File: config.mk
export PLATFORM = sky130hd
export DESIGN_NAME = tff_bank_arbiter
export DESIGN_NICKNAME = d
export VERILOG_FILES = /design/src/rtl/tff_bank_arbiter.sv
export SDC_FILE = /design/constraint.sdc
export NUM_CORES = 1
export LEC_CHECK = 0
export ABC_AREA = 0
export CAP_MARGIN = 0
export CORE_MARGIN = 1.5
export CORE_UTILIZATION = 43
export CTS_BUF_LIST = sky130_fd_sc_hd__clkbuf_4 sky130_fd_sc_hd__clkbuf_8
export CTS_CLUSTER_SIZE = 24
export DETAILED_ROUTE_END_ITERATION = 16
export PLACE_DENSITY = 0.8
export REMOVE_ABC_BUFFERS = 1
export SETUP_SLACK_MARGIN = 0.1
export SLEW_MARGIN = 20
export SYNTH_ARGS = -nofsm -noshare
export SYNTH_HDL_FRONTEND = slang
export SYNTH_SLANG_ARGS = --single-unit
File: constraint.sdc
create_clock -name clk -period 1.39 [get_ports clk]
set_input_delay 0.278 -clock clk [delete_from_list [all_inputs] [get_ports clk]]
set_output_delay 0.278 -clock clk [all_outputs]
set_load 0.02 [all_outputs]
File: src/rtl/tff_bank_arbiter.sv
// tff_bank_arbiter: round-robin arbiter in front of a shared bank of T flip-flops.
// Each winning request toggles one flip-flop, selected by the index that was latched
// when the grant was issued. Each grant lasts exactly one cycle, and busy is the
// state bit of the two-state FSM (IDLE/GRANT).
// Optional build macro: TFF_ARB_ASSERT_EN embeds concurrent assertions.
// Handshake: req is a level. The arbiter samples it only in IDLE. gnt is high for
// exactly one cycle (GRANT). The toggle lands on the edge that ends GRANT. A
// requester drops req while its gnt is high. If req is still high at the next IDLE
// edge, that is treated as a new request.
module tff_bank_arbiter #(
  parameter int NREQ = 4,
  parameter int NFF  = 8,
  parameter int CW   = 8
) (
  input  logic                           clk,
  input  logic                           rst,
  input  logic [NREQ-1:0]                req,
  input  logic [NREQ*$clog2(NFF)-1:0]    req_idx,
  output logic [NREQ-1:0]                gnt,
  output logic [NFF-1:0]                 q,
  output logic [CW-1:0]                  toggle_cnt,
  output logic                           busy
);

  localparam int IW = $clog2(NFF);
  localparam int PW = $clog2(NREQ);

  localparam logic [0:0] ST_IDLE  = 1'b0;
  localparam logic [0:0] ST_GRANT = 1'b1;

  logic [0:0]        state;
  logic [PW-1:0]     ptr;
  logic [PW-1:0]     lat_w;
  logic [IW-1:0]     lat_idx;

  logic [2*NREQ-1:0] req_dbl;
  logic [NREQ-1:0]   req_rot;
  logic              win_found;
  logic [PW:0]       win_sum;
  logic [PW-1:0]     win;
  logic [IW-1:0]     win_idx;
  logic [NREQ-1:0]   win_oh;
  logic [NFF-1:0]    tog_mask;

  // Rotate requests so that bit 0 is the requester the pointer currently favours.
  assign req_dbl = {req, req} >> ptr;
  assign req_rot = req_dbl[NREQ-1:0];

  // Find the first requester at or after the pointer, then map it back to its absolute index.
  always_comb begin
    win_found = 1'b0;
    win_sum   = '0;
    for (int k = 0; k < NREQ; k++) begin
      if (!win_found && req_rot[k]) begin
        win_found = 1'b1;
        win_sum   = {1'b0, ptr} + (PW+1)'(k);
      end
    end
    if (win_sum >= (PW+1)'(NREQ)) begin
      win_sum = win_sum - (PW+1)'(NREQ);
    end
    win = win_sum[PW-1:0];
  end

  // Select the winner's flip-flop index from the packed index bus.
  always_comb begin
    win_idx = '0;
    for (int i = 0; i < NREQ; i++) begin
      if (win == PW'(i)) begin
        win_idx = req_idx[i*IW +: IW];
      end
    end
  end

  assign win_oh   = {{(NREQ-1){1'b0}}, 1'b1} << win;
  assign tog_mask = {{(NFF-1){1'b0}}, 1'b1} << lat_idx;
  assign busy     = (state == ST_GRANT);

  // Arbitration FSM, flip-flop bank and saturating toggle counter.
  always_ff @(posedge clk) begin
    if (rst) begin
      state      <= ST_IDLE;
      gnt        <= '0;
      q          <= '0;
      toggle_cnt <= '0;
      ptr        <= '0;
      lat_w      <= '0;
      lat_idx    <= '0;
    end else begin
      case (state)
        ST_IDLE: begin
          if (win_found) begin
            lat_w   <= win;
            lat_idx <= win_idx;
            gnt     <= win_oh;
            state   <= ST_GRANT;
          end else begin
            gnt <= '0;
          end
        end
        ST_GRANT: begin
          q     <= q ^ tog_mask;
          gnt   <= '0;
          ptr   <= (lat_w == PW'(NREQ-1)) ? '0 : lat_w + 1'b1;
          state <= ST_IDLE;
          if (toggle_cnt != {CW{1'b1}}) begin
            toggle_cnt <= toggle_cnt + 1'b1;
          end
        end
        default: begin
          state <= ST_IDLE;
          gnt   <= '0;
        end
      endcase
    end
  end

`ifdef TFF_ARB_ASSERT_EN
  a_gnt_onehot0: assert property (@(posedge clk) disable iff (rst) $onehot0(gnt));

  a_gnt_busy: assert property (@(posedge clk) disable iff (rst) (gnt != '0) |-> busy);

  a_tog_bit: assert property (@(posedge clk) disable iff (rst)
    (state == ST_GRANT) |=> ((q & $past(tog_mask)) == (~$past(q) & $past(tog_mask))));

  a_others_hold: assert property (@(posedge clk) disable iff (rst)
    (state == ST_GRANT) |=> ((q & ~$past(tog_mask)) == ($past(q) & ~$past(tog_mask))));

  a_idle_hold: assert property (@(posedge clk) disable iff (rst)
    (state == ST_IDLE) |=> (q == $past(q)));

  a_cnt_mono: assert property (@(posedge clk) disable iff (rst)
    1'b1 |=> (toggle_cnt >= $past(toggle_cnt)));
`endif

endmodule
[Word-level counts from Yosys, hierarchy flattened]
Index checks and enable logic that the tools add are counted.
Word-level totals
  logic and storage cells: 51
  memories: 0
  ROM bits: 0
  register bits after elaboration: 28
  RAM bits: 0
  input bits: 18
  latch bits: 0
Cells by class
  $lt $le $gt $ge: 1
  reductions and logical operators: 9
  shift operators: 3
  multiplexer cells: 18
  bitwise gates (word level): 2
  divide/modulo/power cells: 0
  $mul: 0
  add/sub/neg operators: 6
  eq/ne operators: 5
Operator list (number)
  $mux W3: 7
  $add A8 B1 Y8 const B: 1
  $ne A8 B8 Y1 const B: 1
  $pmux W4 S2: 1
  $shl A1 B3 Y8 const A: 1
  $shr A8 B2 Y4: 1
  $xor A8 B8 Y8: 1
  $add A2 B2 Y3 const B: 2
  $eq A2 B2 Y1 const B: 3
  $mux W2: 3
  $mux W1: 5
  $mux W4: 1
  $reduce_and A2 Y1: 2
  $shl A1 B2 Y4 const A: 1
  $add A2 B1 Y3 const B: 1
  $ge A3 B3 Y1 const B: 1
  $logic_and A1 B1 Y1: 3
  $logic_not A1 Y1: 3
  $add A2 B1 Y2 const B: 1
  $eq A2 B1 Y1 const B: 1
  $logic_not A2 Y1: 1
  $pmux W1 S2: 1
  $sub A2 B1 Y2 const B: 1
  $not A1 Y1: 1

[Depth between registers and ports, before layout]
  word-level depth: 18
  depth in mapped cells: 6
  mapped depth without buffers: 6

[Worst setup path after synthesis]
No wires, ideal clock.
  kind: flip-flop to flip-flop
  from: register toggle_cnt[0]
  to: register toggle_cnt[6]
  data arrival time: 1.424 ns
  library setup time: 0.128 ns
  stages on the path, launching flop included: 7
  buffers on the path: 0
  slack: -0.161 ns
  cells stage by stage: dfxtp_1 -> ha_1 -> nand3_1 -> o21a_1 -> and4_1 -> xnor2_1 -> nor2_1
On the way
  word-level cells in the longest chain between the ends: 2
  elaborated cells between the ends (all ways): 3
  those cells by class: add/sub (1); eq/ne (1); reduce/logical (1)
RTL lines
  from (decl): RTL line 21  | output logic [CW-1:0] toggle_cnt,
  from (signal assigned): RTL line 107  | toggle_cnt <= toggle_cnt + 1'b1;
  parallel branches: the longest is 2 deep, another holds $add A8 B1 Y8
Several ways; the timed one is not identified.
A chain may end at the register's enable or synchronous reset.

[Worst setup path after layout]
  from: register ptr[1]
  to: register lat_w[1]
On the way
  word-level cells in the longest chain between the ends: 13
  elaborated cells between the ends (all ways): 22
  those cells by class: add/sub (4); order compare (1); shift (1); mux (9); reduce/logical (7)
RTL lines
  from (decl): RTL line 32  | logic [PW-1:0] ptr;
  from (signal assigned): RTL line 104  | ptr <= (lat_w == PW'(NREQ-1)) ? '0 : lat_w + 1'b1;
  $shr A8 B2 Y4: RTL line 46  | assign req_dbl = {req, req} >> ptr;
  $mux W1: RTL line 54  | if (!win_found && req_rot[k]) begin
  $logic_not A1 Y1: RTL line 54
  $logic_and A1 B1 Y1: RTL line 54
  $mux W1: RTL line 54
  $logic_not A1 Y1: RTL line 54
  $logic_and A1 B1 Y1: RTL line 54
  $mux W1: RTL line 54
  $logic_not A1 Y1: RTL line 54
  $logic_and A1 B1 Y1: RTL line 54
  $mux W3: RTL line 54
  $ge A3 B3 Y1 / $sub A2 B1 Y2 (equally long branches): RTL line 59, 60
  $mux W2: RTL line 59  | if (win_sum >= (PW+1)'(NREQ)) begin
  to (signal assigned): RTL line 93  | lat_w <= win;
  to (decl): RTL line 33  | logic [PW-1:0] lat_w;
Parallel ways exist; a longest one is shown, timed or not.

==> results.json <==
{
  "setup_cp_type": "reg -> reg",
  "synth_simple_gate_area_share_pct": 22.3,
  "m1WireLength_um": 1300,
  "worstSetupEndpointType": "flip-flop",
  "mappedNetlistArea_um2": 1260,
  "post-route-min-period_ns": 1.41,
  "layout_common_cells": "sky130_fd_sc_hd__nor2_1 (24), sky130_fd_sc_hd__buf_4 (19), sky130_fd_sc_hd__dfxtp_1 (14), sky130_fd_sc_hd__clkdlybuf4s50_1 (13)",
  "finish.instance_area_um2": 1970,
  "remaining_drc_errors": 0,
  "finalSetupViolations": 1,
  "power.leakage_nw": 0.797,
  "initial_core_util_pct": 45.7,
  "maxSlewHeadroom_pct": 78.7,
  "placed_area_um2": 1780,
  "die_width_um": 57.2,
  "routed-via-count": 1155,
  "floorplan.die_area_um2": 3270,
  "ir_worst_vdd_mv": 0.664,
  "topRoutingLayerUsed": "met4",
  "clock_latency_ns": 0.32,
  "run_status": "finished with violations",
  "critPathRequiredTime_ns": 1.62,
  "placement.io_buffers": 38,
  "finalMaxSlewViolations": 0,
  "grt_antenna_before_repair": 0,
  "dominant_cell_type_by_area_after_synthesis": "sky130_fd_sc_hd__dfxtp_1",
  "via_per_inst": 5.13,
  "core.rowCount": 19,
  "violated_checks": "negative setup slack",
  "clock_root_buffer": "sky130_fd_sc_hd__clkbuf_4",
  "r2r_start": "ptr[1]",
  "worstHoldStart": "q[3]",
  "yosysTopAreaCellShare_pct": 44.4,
  "final_routed_wirelength_across_all_metal_layers_um": 3170,
  "clk_transition_reported_paths_ns": 0.15,
  "htreeDepth": 1,
  "worst_hold_path_type": "reg -> reg",
  "design.core.area_um2": 2760,
  "total_power_mw": 1.66,
  "startpoint": "ptr[1]",
  "placement.setup.worst_slack_ns": -0.525,
  "dominant_combinational_cell_family_by_area_after_synthesis": "simple AND/OR/NAND/NOR gates",
  "timing.fmax_mhz": 709,
  "wl_met2_um": 1710,
  "cts.sinks": 28,
  "dieHeight_um": 57.2,
  "synth_to_layout_area_growth_pct": 56.0,
  "synth-compound-area-share_pct": 11.0,
  "final_net_count": 216,
  "synth.ff_latch_count": 28,
  "cts_hold_buffers": 0,
  "post_route_cells_drive_above_1_share_pct": 38.7,
  "globalRouteTotalUtil_pct": 19.9,
  "power.density_nw_per_um2": 846,
  "yosys.cell_types.count": 31,
  "timing.clock.skew_ns": 0.00749,
  "max_slew.worst_pin.slew_ns": 0.319,
  "gpl.final_weighted_congestion": 0.785,
  "grt-ovfl-total": 0,
  "cts_buffer_depth": 2,
  "grt_start_max_net_pins": 17,
  "mostFrequentLayoutCell": "sky130_fd_sc_hd__nor2_1",
  "netlist_top_cells_area": "sky130_fd_sc_hd__dfxtp_1 (44%), sky130_fd_sc_hd__mux2i_1 (8.7%), sky130_fd_sc_hd__nor2_1 (7.1%)",
  "timing_hold_violations_final": 0,
  "postRouteAntennaNets": 0,
  "cts_tree": "built",
  "avgRoutedWirePerCell_um": 14.1,
  "synth-async-reset-ratio_pct": 0,
  "sequential_cell_area_fraction_in_the_yosys_report_pct": 44.4,
  "grt_pass1_wl_um": 5130,
  "antennaDiodeCount": 0,
  "route.met3.wl_um": 107,
  "top_level_i_o_count": 39,
  "synthCells": 132,
  "cp_max_fo": 3,
  "final.setup.worst_slack_ns": -0.0201,
  "numCtsBuffers": 3,
  "drt_first_pass_iters": 4,
  "critical_path_arrival_ns": 1.64,
  "number_of_global_route_vias_before_repair": 1185,
  "number_of_maximum_capacitance_constraint_violations": 0,
  "synth_mux_area_share_pct": 8.73,
  "first_iteration_detailed_routing_drc_count": 18,
  "synth_edf_count": 0,
  "synth.avg_cell_area_um2": 9.55,
  "unrepaired_setup_endpoints_after_global_routing": "yes",
  "synth-main-ff-cell": "sky130_fd_sc_hd__dfxtp_1",
  "synth_warnings": 0,
  "post-route-util_pct": 71.3,
  "cp-start-kind": "flip-flop",
  "synthesized_area_fraction_occupied_by_adder_cells_pct": 1.98,
  "timing.hold.ws_ns": 0.503,
  "layout_worst_path_cycle_share_pct": 101,
  "dpl.hpwl_um": 2270,
  "synth-xor-area-share_pct": 9.03
}
==> area by class of cell <==
type | instances | area (µm²)
Fill cell | 201 | 791
Inverter | 3 | 11.3
Tap cell | 31 | 38.8
Clock buffer | 3 | 22.5
Sequential cell | 28 | 586
Multi-Input combinational cell | 96 | 731
Timing Repair Buffer | 64 | 578
==> report_power, final <==
part	internal, mW	total [mW]	switching [mW]	leakage (nW)
clock	0.101	0.328	0.227	0.0138
sequential	0.849	0.898	0.0488	0.236
combinational	0.244	0.437	0.193	0.548
==> repair_timing <==
item	4_1_cts	5_1_grt
resized for setup	80	32
pin swaps	13	11
endpoints found under the setup margin	38	32
setup buffers	7	3
==> critical path: stages, from the launching register on <==
cell	delay [ns]
sky130_fd_sc_hd__dfxtp_2	0.36
sky130_fd_sc_hd__buf_6	0.12
sky130_fd_sc_hd__buf_4	0.13
sky130_fd_sc_hd__a2bb2oi_4	0.17
sky130_fd_sc_hd__buf_6	0.12
sky130_fd_sc_hd__buf_6	0.10
sky130_fd_sc_hd__buf_4	0.12
sky130_fd_sc_hd__mux2i_1	0.14
sky130_fd_sc_hd__nor2_1	0.05
==> sequential cells by signal (all words and copies together), names as in the netlist <==
signal	flops
ptr	2
q	8
busy	1
toggle_cnt	8
gnt	4
lat_w	2
lat_idx	3
==> per-stage QoR <==
step | instances | TNS, ns
final | 225 | -0.0201
after global routing | 225 | -0.334
after CTS | 222 | -0.0358
after detailed placement | 212 | -4.02
after global placement | 212 | -3.28
after floorplan | 127 | -0.317
==> synthesized netlist by cell type (all sizes together) (2+ instances only) <==
master,n
clkbuf,4
dfxtp,28
a21oi,6
mux2i,11
nand3b,4
or3,2
nand2,6
o21ai,2
nand4,3
xor2,6
nor3,4
nor3b,3
nor2,25
o221ai,3
and3,2
nand4b,2
ha,2
xnor2,7
nand2b,2
inv,3
==> cell families (layout without fill, tap and decap cells) <==
| logic type | after synthesis | count (layout) |
|---|---|---|
| buffers and inverters | 8 | 70 |
| multiplexers | 11 | 11 |
| AND/OR/NAND/NOR | 55 | 55 |
| adder cells (fa/ha/maj) | 2 | 2 |
| AO/OA/AOI/OAI | 15 | 15 |
| XOR/XNOR | 13 | 13 |
| flip-flops | 28 | 28 |
==> final timing paths <==
check             endpoint  slack (ns)  cells after the start
setup / recovery  lat_w[1]       -0.02                      8
hold / removal        q[3]        0.50                      2
setup reg to reg  lat_w[1]       -0.02                      8
hold reg to reg       q[3]        0.50                      2
==> layer usage <==
metal / vias up / track usage (%)
met5: - / 0
met4: 0 / 8.31
met3: 6 / 2.49
met2: 30 / 36.6
met1: 532 / 23.2
li1: 587 / -
No activity file was read; power rests on OpenSTA's default activity.
